### src/rtl/n_subtractor_if.sv
// Operand/result bundle for the registered N-bit subtractor.
// The master drives the operands; the slave returns the difference and its status flags.
interface n_subtractor_if #(
  parameter int unsigned N = 4
);
  logic [N-1:0] A;
  logic [N-1:0] B;
  logic [N-1:0] z;
  logic         Cout;
  logic         negative_flag;
  logic         zero_flag;

  modport master (
    output A,
    output B,
    input  z,
    input  Cout,
    input  negative_flag,
    input  zero_flag
  );

  modport slave (
    input  A,
    input  B,
    output z,
    output Cout,
    output negative_flag,
    output zero_flag
  );
endinterface

### src/rtl/n_subtractor.sv
// Registered unsigned subtractor: z = (A - B) mod 2^N, built as a ripple of full adders on A + ~B + 1.
// Cout, negative_flag and zero_flag are registered in the same cycle as z.
module n_subtractor #(
  parameter int unsigned N = 4
) (
  input  logic            clk,
  input  logic            rst_n,
  n_subtractor_if.slave   bus
);

  logic [N-1:0] b_inv;
  logic [N-1:0] diff_c;
  logic [N:0]   carry_c;
  logic         zero_c;

  assign b_inv      = ~bus.B;
  assign carry_c[0] = 1'b1;

  // One full-adder cell per bit; the +1 of two's complement enters as stage 0 carry-in
  for (genvar i = 0; i < N; i++) begin : g_fa
    logic p;
    assign p            = bus.A[i] ^ b_inv[i];
    assign diff_c[i]    = p ^ carry_c[i];
    assign carry_c[i+1] = (bus.A[i] & b_inv[i]) | (carry_c[i] & p);
  end

  assign zero_c = (diff_c == '0);

  always_ff @(posedge clk or negedge rst_n) begin
    if (!rst_n) begin
      bus.z             <= '0;
      bus.Cout          <= 1'b0;
      bus.negative_flag <= 1'b0;
      bus.zero_flag     <= 1'b0;
    end else begin
      bus.z             <= diff_c;
      bus.Cout          <= carry_c[N];
      bus.negative_flag <= ~carry_c[N];
      bus.zero_flag     <= zero_c;
    end
  end

endmodule

### src/flat_wrapper.sv
// flat-port wrapper written by rule: the top's interface ports become plain ports
module n_subtractor_flat 
#(
  parameter int unsigned N = 4
)
  (clk, rst_n, bus_A, bus_B, bus_z, bus_Cout, bus_negative_flag, bus_zero_flag);
  n_subtractor_if #(.N(N)) bus_i ();
  input  logic clk;
  input  logic rst_n;
  input wire logic [$bits(bus_i.A)-1:0] bus_A;
  input wire logic [$bits(bus_i.B)-1:0] bus_B;
  output wire logic [$bits(bus_i.z)-1:0] bus_z;
  output wire logic [$bits(bus_i.Cout)-1:0] bus_Cout;
  output wire logic [$bits(bus_i.negative_flag)-1:0] bus_negative_flag;
  output wire logic [$bits(bus_i.zero_flag)-1:0] bus_zero_flag;
  assign bus_i.A = bus_A;
  assign bus_i.B = bus_B;
  assign bus_z = bus_i.z;
  assign bus_Cout = bus_i.Cout;
  assign bus_negative_flag = bus_i.negative_flag;
  assign bus_zero_flag = bus_i.zero_flag;
  n_subtractor #(.N(N)) u_core (.clk(clk), .rst_n(rst_n), .bus(bus_i));
endmodule
### config.mk
export PLATFORM = sky130hd
export DESIGN_NAME = n_subtractor_flat
export DESIGN_NICKNAME = d
export VERILOG_FILES = /design/src/rtl/n_subtractor_if.sv /design/src/rtl/n_subtractor.sv /design/src/flat_wrapper.sv
export SDC_FILE = /design/constraint.sdc
export NUM_CORES = 1
export LEC_CHECK = 0
export ABC_AREA = 1
export ABC_CLOCK_PERIOD_IN_PS = 800
export BUFFER_PORTS_ARGS = -buffer_cell sky130_fd_sc_hd__clkbuf_2
export CAP_MARGIN = 5
export CORE_AREA = 5 5 42 44
export DETAILED_ROUTE_END_ITERATION = 6
export DIE_AREA = 0 0 47 49
export HOLD_SLACK_MARGIN = 0.15
export PLACE_DENSITY = 0.53
export SYNTH_ARGS = -nofsm -noshare
export SYNTH_HDL_FRONTEND = slang
export SYNTH_SLANG_ARGS = --single-unit
export TNS_END_PERCENT = 50
### constraint.sdc
create_clock -name clk -period 0.8 [get_ports clk]
set_input_delay 0.08 -clock clk [delete_from_list [all_inputs] [get_ports clk]]
set_output_delay 0.08 -clock clk [all_outputs]
set_load 0.005 [all_outputs]
# After elaboration in Yosys (flattened, before gate mapping)

Index checks and enable logic that the tools add are counted.

Bits in registers: 7
Memory bits (writable): 0
Memory bits (read-only): 0
Bits in latches: 0
Memories: 0
Logic and storage cells: 26

Shift-type cells: 0
Divide/modulo/power cells: 0
Order comparisons: 0
Multiplexer cells: 0
Reduce and logical (&&, ||, !) cells: 1
Multiply operators: 0
Bitwise gates (word level): 21
Add/subtract/negate cells: 0
Equality and inequality tests: 0

Operator list:

| operator         | number |
|---|---|
| 1-bit AND        | 7 |
| 1-bit XOR        | 7 |
| 4-bit zero test  | 1 |
| 4-bit inverter   | 1 |
| 1-bit bitwise OR | 4 |
| 1-bit inverter   | 2 |

# Longest topological paths before layout

Gate-level depths: netlist (run 1).

Word-level depth: 10
Depth in mapped cells: 9
Depth with buffers taken out: 9

# Worst setup path after synthesis (run 1)

Ideal clock, no wire load.

Kind: in2reg
From: input bus_A[0]
To: register u_core.bus.zero_flag
Cell stages on the path: 9
Setup time: 0.071 ns
Path buffers: 0
Setup slack: -0.912 ns
Arrival: 1.641 ns
Data required time: 0.729 ns
Path through: inv_1 ha_1 fa_1 fa_1 inv_1 fa_1 inv_1 nand2_1 nor2_1

Longest elaborated chain between the ends: 8
Elaborated cells between the ends (all ways): 12

RTL lines:

| element                                | line                                   | RTL |
|---|---|---|
| start, declared                        | flat_wrapper.sv:10                     | `input wire logic [$bits(bus_i.A)-1:0] bus_A;` |
| 1-bit AND or 1-bit XOR (tied branches) | n_subtractor.sv:24, n_subtractor.sv:22 |  |
| 1-bit bitwise OR (*)                   | n_subtractor.sv:24                     | `assign carry_c[i+1] = (bus.A[i] & b_inv[i]) \| (carry_c[i] & p);` |
| 1-bit AND (*)                          | n_subtractor.sv:24                     |  |
| 1-bit bitwise OR (*)                   | n_subtractor.sv:24                     |  |
| 1-bit AND (*)                          | n_subtractor.sv:24                     |  |
| 1-bit bitwise OR (*)                   | n_subtractor.sv:24                     |  |
| 1-bit XOR (*)                          | n_subtractor.sv:23                     | `assign diff_c[i] = p ^ carry_c[i];` |
| named net u_core.diff_c[3]             | n_subtractor.sv:12                     | `logic [N-1:0] diff_c;` |
| 4-bit zero test (*)                    | n_subtractor.sv:27                     | `assign zero_c = (diff_c == '0);` |
| named net u_core.zero_c                | n_subtractor.sv:14                     | `logic zero_c;` |
| end signal, assigned                   | n_subtractor.sv:39                     | `bus.zero_flag <= zero_c;` |
| end, declared                          | n_subtractor_if.sv:28                  | `output zero_flag` |

The timed path passes the listed nets; every way through them passes the cells marked *.

# Worst setup path in the final report (run 1)

Ends and elaborated chain as after synthesis.

==> key figures, run 1 <==
STA
  • Setup WS post-layout: -0.691 ns
  • Final Critical Period: 1.49 ns
  • Unrepaired setup endpoints after global routing: yes
  • Max Fclk: 0.670 GHz
  • Least-Margin Pin Slew: 0.171 ns
  • Slew Limit Headroom: 88.6%
  • Period utilization: 186%
  • Hold WS: 0.0974 ns
  • Hold Violations, Final: 0
  • # setup viols final: 5
  • Fin. max-slew vios: 0

GRT
  • Vias in the first global route: 231
  • All-layer global routing usage: 5.06%
  • Maximum number of pins on one net before global-route repair: 8
  • Total congestion overflow: 0
  • First-pass GRT wire length: 807 µm
  • Initial antenna violation count: 0

Layout
  • NumNets Final: 61
  • Antenna Cells: 0
  • Layout overhead on the synthesized area: 62.4%
  • Layout cell share with drive strength beyond 1: 54.3%

Worst hold path
  • HP Class: input pin to flop
  • Hold path depth: 3
  • Worst Hold Launch: bus_B[0]
  • Worst Hold End: u_core.bus.z[0]$_DFF_PN0_

Detailed routing
  • Vias per cell: 3.23
  • DR iter-0 viols: 0
  • Drt pass-1 iters: 1
  • Post-route ant nets: 0
  • Total wire length: 494 µm
  • Residual DRC count: 0
  • Avg WL per Cell: 7.97 µm
  • Routed vias: 200

Floorplanning
  • Die area: 0.00230 mm²
  • Placeable Area: 0.00140 mm²
  • Die X: 47 µm
  • Die Y: 49 µm
  • Number of placed I/O pins: 17
  • Site row count: 14
  • Starting Density: 21.2%

Placement
  • Routability cong.: 0.619
  • PortBufs: 16
  • Pre-CTS setup slack: -1.00 ns

Setup path
  • Critical path arrival: 1.67 ns
  • Worst setup path category: input pin to flop
  • Critical Path Fanout Max: 2
  • CP Capture Type: flop
  • Worst Path Required: 0.98 ns
  • Startpoint class of the critical path: input pin

Status
  • Violated checks: negative setup slack
  • Status: complete, but fails checks

Pwr
  • Static Leakage: 0.267 nW
  • Total power: 0.910 mW
  • Max VDD drop: 0.485 mV
  • Power per cell area: 1890 mW/mm²

Synthesis
  • Post-synth top area share: 59.1%
  • Ranking of synthesized cells by area: dfrtp_1 (59%), fa_1 (20%), inv_1 (13%)
  • Syn nets: 38
  • Syn Area/Cell: 12.4 µm²
  • Unique masters post-synth: 6
  • Synthesized area: 297 µm²
  • Syn Inst Count: 24
  • Synth area leader: dfrtp_1
  • #FFs+latches synth: 7
  • Sequential fraction of the synthesis area: 59.1%
  • Ys Warns: 0

Clock tree
  • CTS tree: yes
  • Total CTS buffers: 3
  • Hold-fix buffers, CTS: 1
  • Clock sinks: 7
  • Max Root-Sink Buffers: 2
  • CTS clk-pin slew, worst paths: 0.05 ns
  • H-tree levels: 1
  • Clock Tree Root: clkbuf_4

Job
  • Max-cap violations: 0
-- worst max path at each step --
| stage | slack [ns] | to | startpoint | depth (start not counted) |
|---|---|---|---|---|
| floorplan | -0.79 | u_core.bus.zero_flag$_DFF_PN0_ | bus_A[0] | 9 |
| global placement | -1.00 | u_core.bus.zero_flag$_DFF_PN0_ | bus_A[0] | 10 |
| CTS | -0.71 | u_core.bus.zero_flag$_DFF_PN0_ | bus_A[0] | 10 |
| detailed placement | -1.00 | u_core.bus.zero_flag$_DFF_PN0_ | bus_A[0] | 10 |
| global route | -0.77 | u_core.bus.zero_flag$_DFF_PN0_ | bus_A[0] | 10 |
| finish | -0.69 | u_core.bus.zero_flag$_DFF_PN0_ | bus_A[0] | 10 |
-- timing repair --
item	CTS	global route
hold endpoints to repair	9	1
pin swaps	0	1
buffers inserted	0	1
gates resized for setup	1	3
setup endpoints to repair	7	13
-- power breakdown --
group | switching, mW | internal [mW]
combinational | 0.0875 | 0.107
clock | 0.116 | 0.189
sequential | 0.0101 | 0.399
-- cell type report --
class	count	area [µm²]
Timing Repair Buffer	18	114
Clock buffer	4	26.3
Sequential cell	7	175
Tap cell	16	20.0
Fill cell	159	920
Inverter	10	45.0
Multi-Input combinational cell	7	101
-- registers in the layout, indices dropped and copies added, names as in the netlist --
| register | cells |
|---|---|
| u_core.bus.Cout | 1 |
| u_core.bus.negative_flag | 1 |
| u_core.bus.zero_flag | 1 |
| u_core.bus.z | 4 |
-- stage by stage --
stage / cells / instance area, µm² / utilization [%] / TNS, ns
final: 62 / 482 / 34.4 / -2.29
after global routing: 62 / 482 / 34.4 / -2.59
after CTS: 61 / 467 / 33.3 / -2.29
after detailed placement: 56 / 422 / 30.1 / -4.04
after global placement: 56 / 422 / 30.1 / -4.02
after floorplan: 24 / 322 / - / -2.84
-- logic make-up (layout without fill, tap and decap cells) --
group         count (synthesis)  in the layout  synth area share (%)
simple gates                  3              3                  3.80
fa+ha+maj                     4              4                  24.5
buf+inv                      10             32                  12.7
flops                         7              7                  59.1
-- worst max-delay path, stage by stage --
cell and delay (ns):
buf_8 0.08, inv_8 0.03, ha_4 0.14, fa_2 0.33, fa_2 0.34, inv_2 0.06
fa_1 0.42, inv_1 0.07, nand2_1 0.05, nor2_1 0.07
-- layout by cell type (no fill, tap or decap), drive strengths merged --
cell type,count
nand2,2
ha,1
clkbuf,18
nor2,1
fa,3
dlygate4sd3,1
inv,10
dfrtp,7
buf,3
-- synthesized netlist by cell type --
| library cell | n |
|---|---|
| fa_1 | 3 |
| ha_1 | 1 |
| nor2_1 | 1 |
| inv_1 | 10 |
| dfrtp_1 | 7 |
| nand2_1 | 2 |
-- metal layers --
| layer | share of wire [%] | track usage [%] | vias to the layer above |
|---|---|---|---|
| met4 | 0 | 6.91 | 0 |
| met1 | 44 | 7.06 | 77 |
| met5 | 0 | 0 | - |
| met2 | 38 | 5.43 | 16 |
| li1 | - | - | 107 |
| met3 | 18 | 0.369 | 0 |
(Power assumes the default switching activity.)
==> run 2: changes to the inputs <==
--- a/config.mk
+++ b/config.mk
@@ -12,6 +12,7 @@
 export CORE_AREA = 5 5 42 44
 export DETAILED_ROUTE_END_ITERATION = 6
 export DIE_AREA = 0 0 47 49
+export GPL_TIMING_DRIVEN = 0
 export HOLD_SLACK_MARGIN = 0.15
 export PLACE_DENSITY = 0.53
 export SYNTH_ARGS = -nofsm -noshare
==> key figures, run 2 (same netlist as run 1, synthesis figures left out) <==
STA
  • Slew Limit Headroom: 89.4% (was 88.6%)
  • Hold Violations, Final: 0 (unchanged)
  • # setup viols final: 5 (unchanged)
  • Final Critical Period: 1.48 ns (was 1.49 ns)
  • Period utilization: 185% (was 186%)
  • Fin. max-slew vios: 0 (unchanged)
  • Setup WS post-layout: -0.683 ns (was -0.691 ns)
  • Max Fclk: 0.674 GHz (was 0.670 GHz)
  • Unrepaired setup endpoints after global routing: yes (unchanged)
  • Total Negative Setup Slacks: -2.28 ns (was -2.29 ns)
  • Least-Margin Pin Slew: 0.159 ns (was 0.171 ns)
  • Hold WS: 0.101 ns (was 0.0974 ns)

Layout
  • Most flop-heavy register: u_core.bus.z (unchanged)
  • NumNets Final: 61 (unchanged)
  • Most common cell after layout, fill and taps aside: clkbuf_2 (unchanged)
  • Finished Layout Cells: 62 (unchanged)
  • Antenna Cells: 0 (unchanged)
  • Final Cell Area: 482 µm² (unchanged)
  • Layout overhead on the synthesized area: 62.4% (unchanged)
  • Most frequent cells in the layout: clkbuf_2 (14), inv_1 (8), dfrtp_1 (7), clkbuf_4 (3) (unchanged)
  • Final Util: 34.4% (unchanged)
  • Max reg flops: 4 (unchanged)
  • Layout cell share with drive strength beyond 1: 54.3% (unchanged)

Clock tree
  • Clock Tree Root: clkbuf_4 (unchanged)
  • CTS clk-pin slew, worst paths: 0.05 ns (about the same)
  • Hold-fix buffers, CTS: 1 (unchanged)
  • CTS tree: yes (unchanged)
  • Clock sinks: 7 (unchanged)
  • H-tree levels: 1 (unchanged)
  • Total CTS buffers: 3 (unchanged)
  • Max Root-Sink Buffers: 2 (unchanged)

Floorplanning
  • Site row count: 14 (unchanged)
  • Die area: 0.00230 mm² (unchanged)
  • Die Y: 49 µm (unchanged)
  • Placeable Area: 0.00140 mm² (unchanged)
  • Die X: 47 µm (unchanged)
  • Number of placed I/O pins: 17 (unchanged)
  • Starting Density: 21.2% (unchanged)

Setup path
  • Worst setup path category: input pin to flop (unchanged)
  • Crit path cell chain: buf_8, inv_8, ha_4, fa_2, fa_2, inv_2, fa_1, buf_4 (was buf_8, inv_8, ha_4, fa_2, fa_2, inv_2, fa_1, inv_1, nand2_1, nor2_1)
  • CP Capture Type: flop (unchanged)
  • CP peak stage delay: 0.41 ns (was 0.42 ns)
  • CP delay by family, top: adder cells (unchanged)
  • Critical-path top delay cell: fa_1 (unchanged)
  • Startpoint class of the critical path: input pin (unchanged)
  • Worst Path Required: 0.93 ns (was 0.98 ns)
  • WP buf/inv: 4 (unchanged)
  • Critical path arrival: 1.62 ns (was 1.67 ns)
  • CP most frequent cell: fa_2 (unchanged)
  • Critical Path Fanout Max: 2 (unchanged)

Detailed routing
  • Total wire length: 462 µm (was 494 µm)
  • Residual DRC count: 0 (unchanged)
  • Avg WL per Cell: 7.45 µm (was 7.97 µm)
  • Post-route ant nets: 0 (unchanged)
  • Drt pass-1 iters: 1 (unchanged)
  • Routed vias: 207 (was 200)
  • DR iter-0 viols: 0 (unchanged)
  • Vias per cell: 3.34 (was 3.23)

Status
  • Violated checks: negative setup slack (unchanged)
  • Status: complete, but fails checks (unchanged)

Placement
  • Routability cong.: 0.625 (was 0.619)
  • PortBufs: 16 (unchanged)
  • Pre-CTS setup slack: -1.01 ns (was -1.00 ns)
  • DP Cell Count: 56 (unchanged)
  • DP Area: 422 µm² (unchanged)

GRT
  • Maximum number of pins on one net before global-route repair: 8 (unchanged)
  • First-pass GRT wire length: 669 µm (was 807 µm)
  • Total congestion overflow: 0 (unchanged)
  • Vias in the first global route: 192 (was 231)
  • Initial antenna violation count: 0 (unchanged)
  • All-layer global routing usage: 4.65% (was 5.06%)

Pwr
  • Power per cell area: 1870 mW/mm² (was 1890 mW/mm²)
  • Total power: 0.902 mW (was 0.910 mW)
  • Static Leakage: 0.267 nW (about the same)
  • Max VDD drop: 0.523 mV (was 0.485 mV)

Worst hold path
  • HP Class: input pin to flop (unchanged)

Job
  • Max-cap violations: 0 (unchanged)
## run 2: cell counts in the layout (fill, tap and decap cells not counted)
No cell type changed its count.
## run 2: layer usage
metal,GRT usage (%),up-vias,part of all wire (%)
met2,3.85,18,33
li1,-,107,-
met3,0,2,21
met4,9.68,0,4.1
met1,6.25,80,42
met5,0,-,0
## run 2: path summary, 6_finish.rpt
| path | slack, ns | cells after the start | startpoint | end |
|---|---|---|---|---|
| min in group asynchronous | 0.20 | 2 | rst_n | u_core.bus.z[2]$_DFF_PN0_ |
| max | -0.68 | 8 | bus_A[0] | u_core.bus.z[3]$_DFF_PN0_ |
| min | 0.10 | 3 | bus_B[0] | u_core.bus.z[0]$_DFF_PN0_ |
| max in group asynchronous | 0.45 | 2 | rst_n | u_core.bus.negative_flag$_DFF_PN0_ |
## run 2: what timing repair did
item,in CTS,in global routing
hold endpoints to repair,9,1
pin swaps,0,0
setup endpoints to repair,6,12
gates cloned,0,0
buffers inserted,0,1
resized for setup,1,2
## run 2: layout make-up
type                    instances  area (µm²)
flip-flops and latches          7         175
inverters                      10        45.0
multi-input cells               7         101
repair buffers                 18         114
clock buffers                   4        26.3
fillers                       152         920
well taps                      16        20.0
## run 2: where the power goes
group | leakage [nW] | internal (mW) | total (mW) | switching, mW
clock network | 0.0150 | 0.189 | 0.298 | 0.109
registers | 0.0836 | 0.400 | 0.410 | 0.0107
logic | 0.168 | 0.107 | 0.193 | 0.0862
total | 0.267 | 0.696 | 0.902 | 0.206
## run 2: worst min-delay path, cell delays in order
cell and delay [ns]:
buf_6 0.07, ha_4 0.12, inv_1 0.03
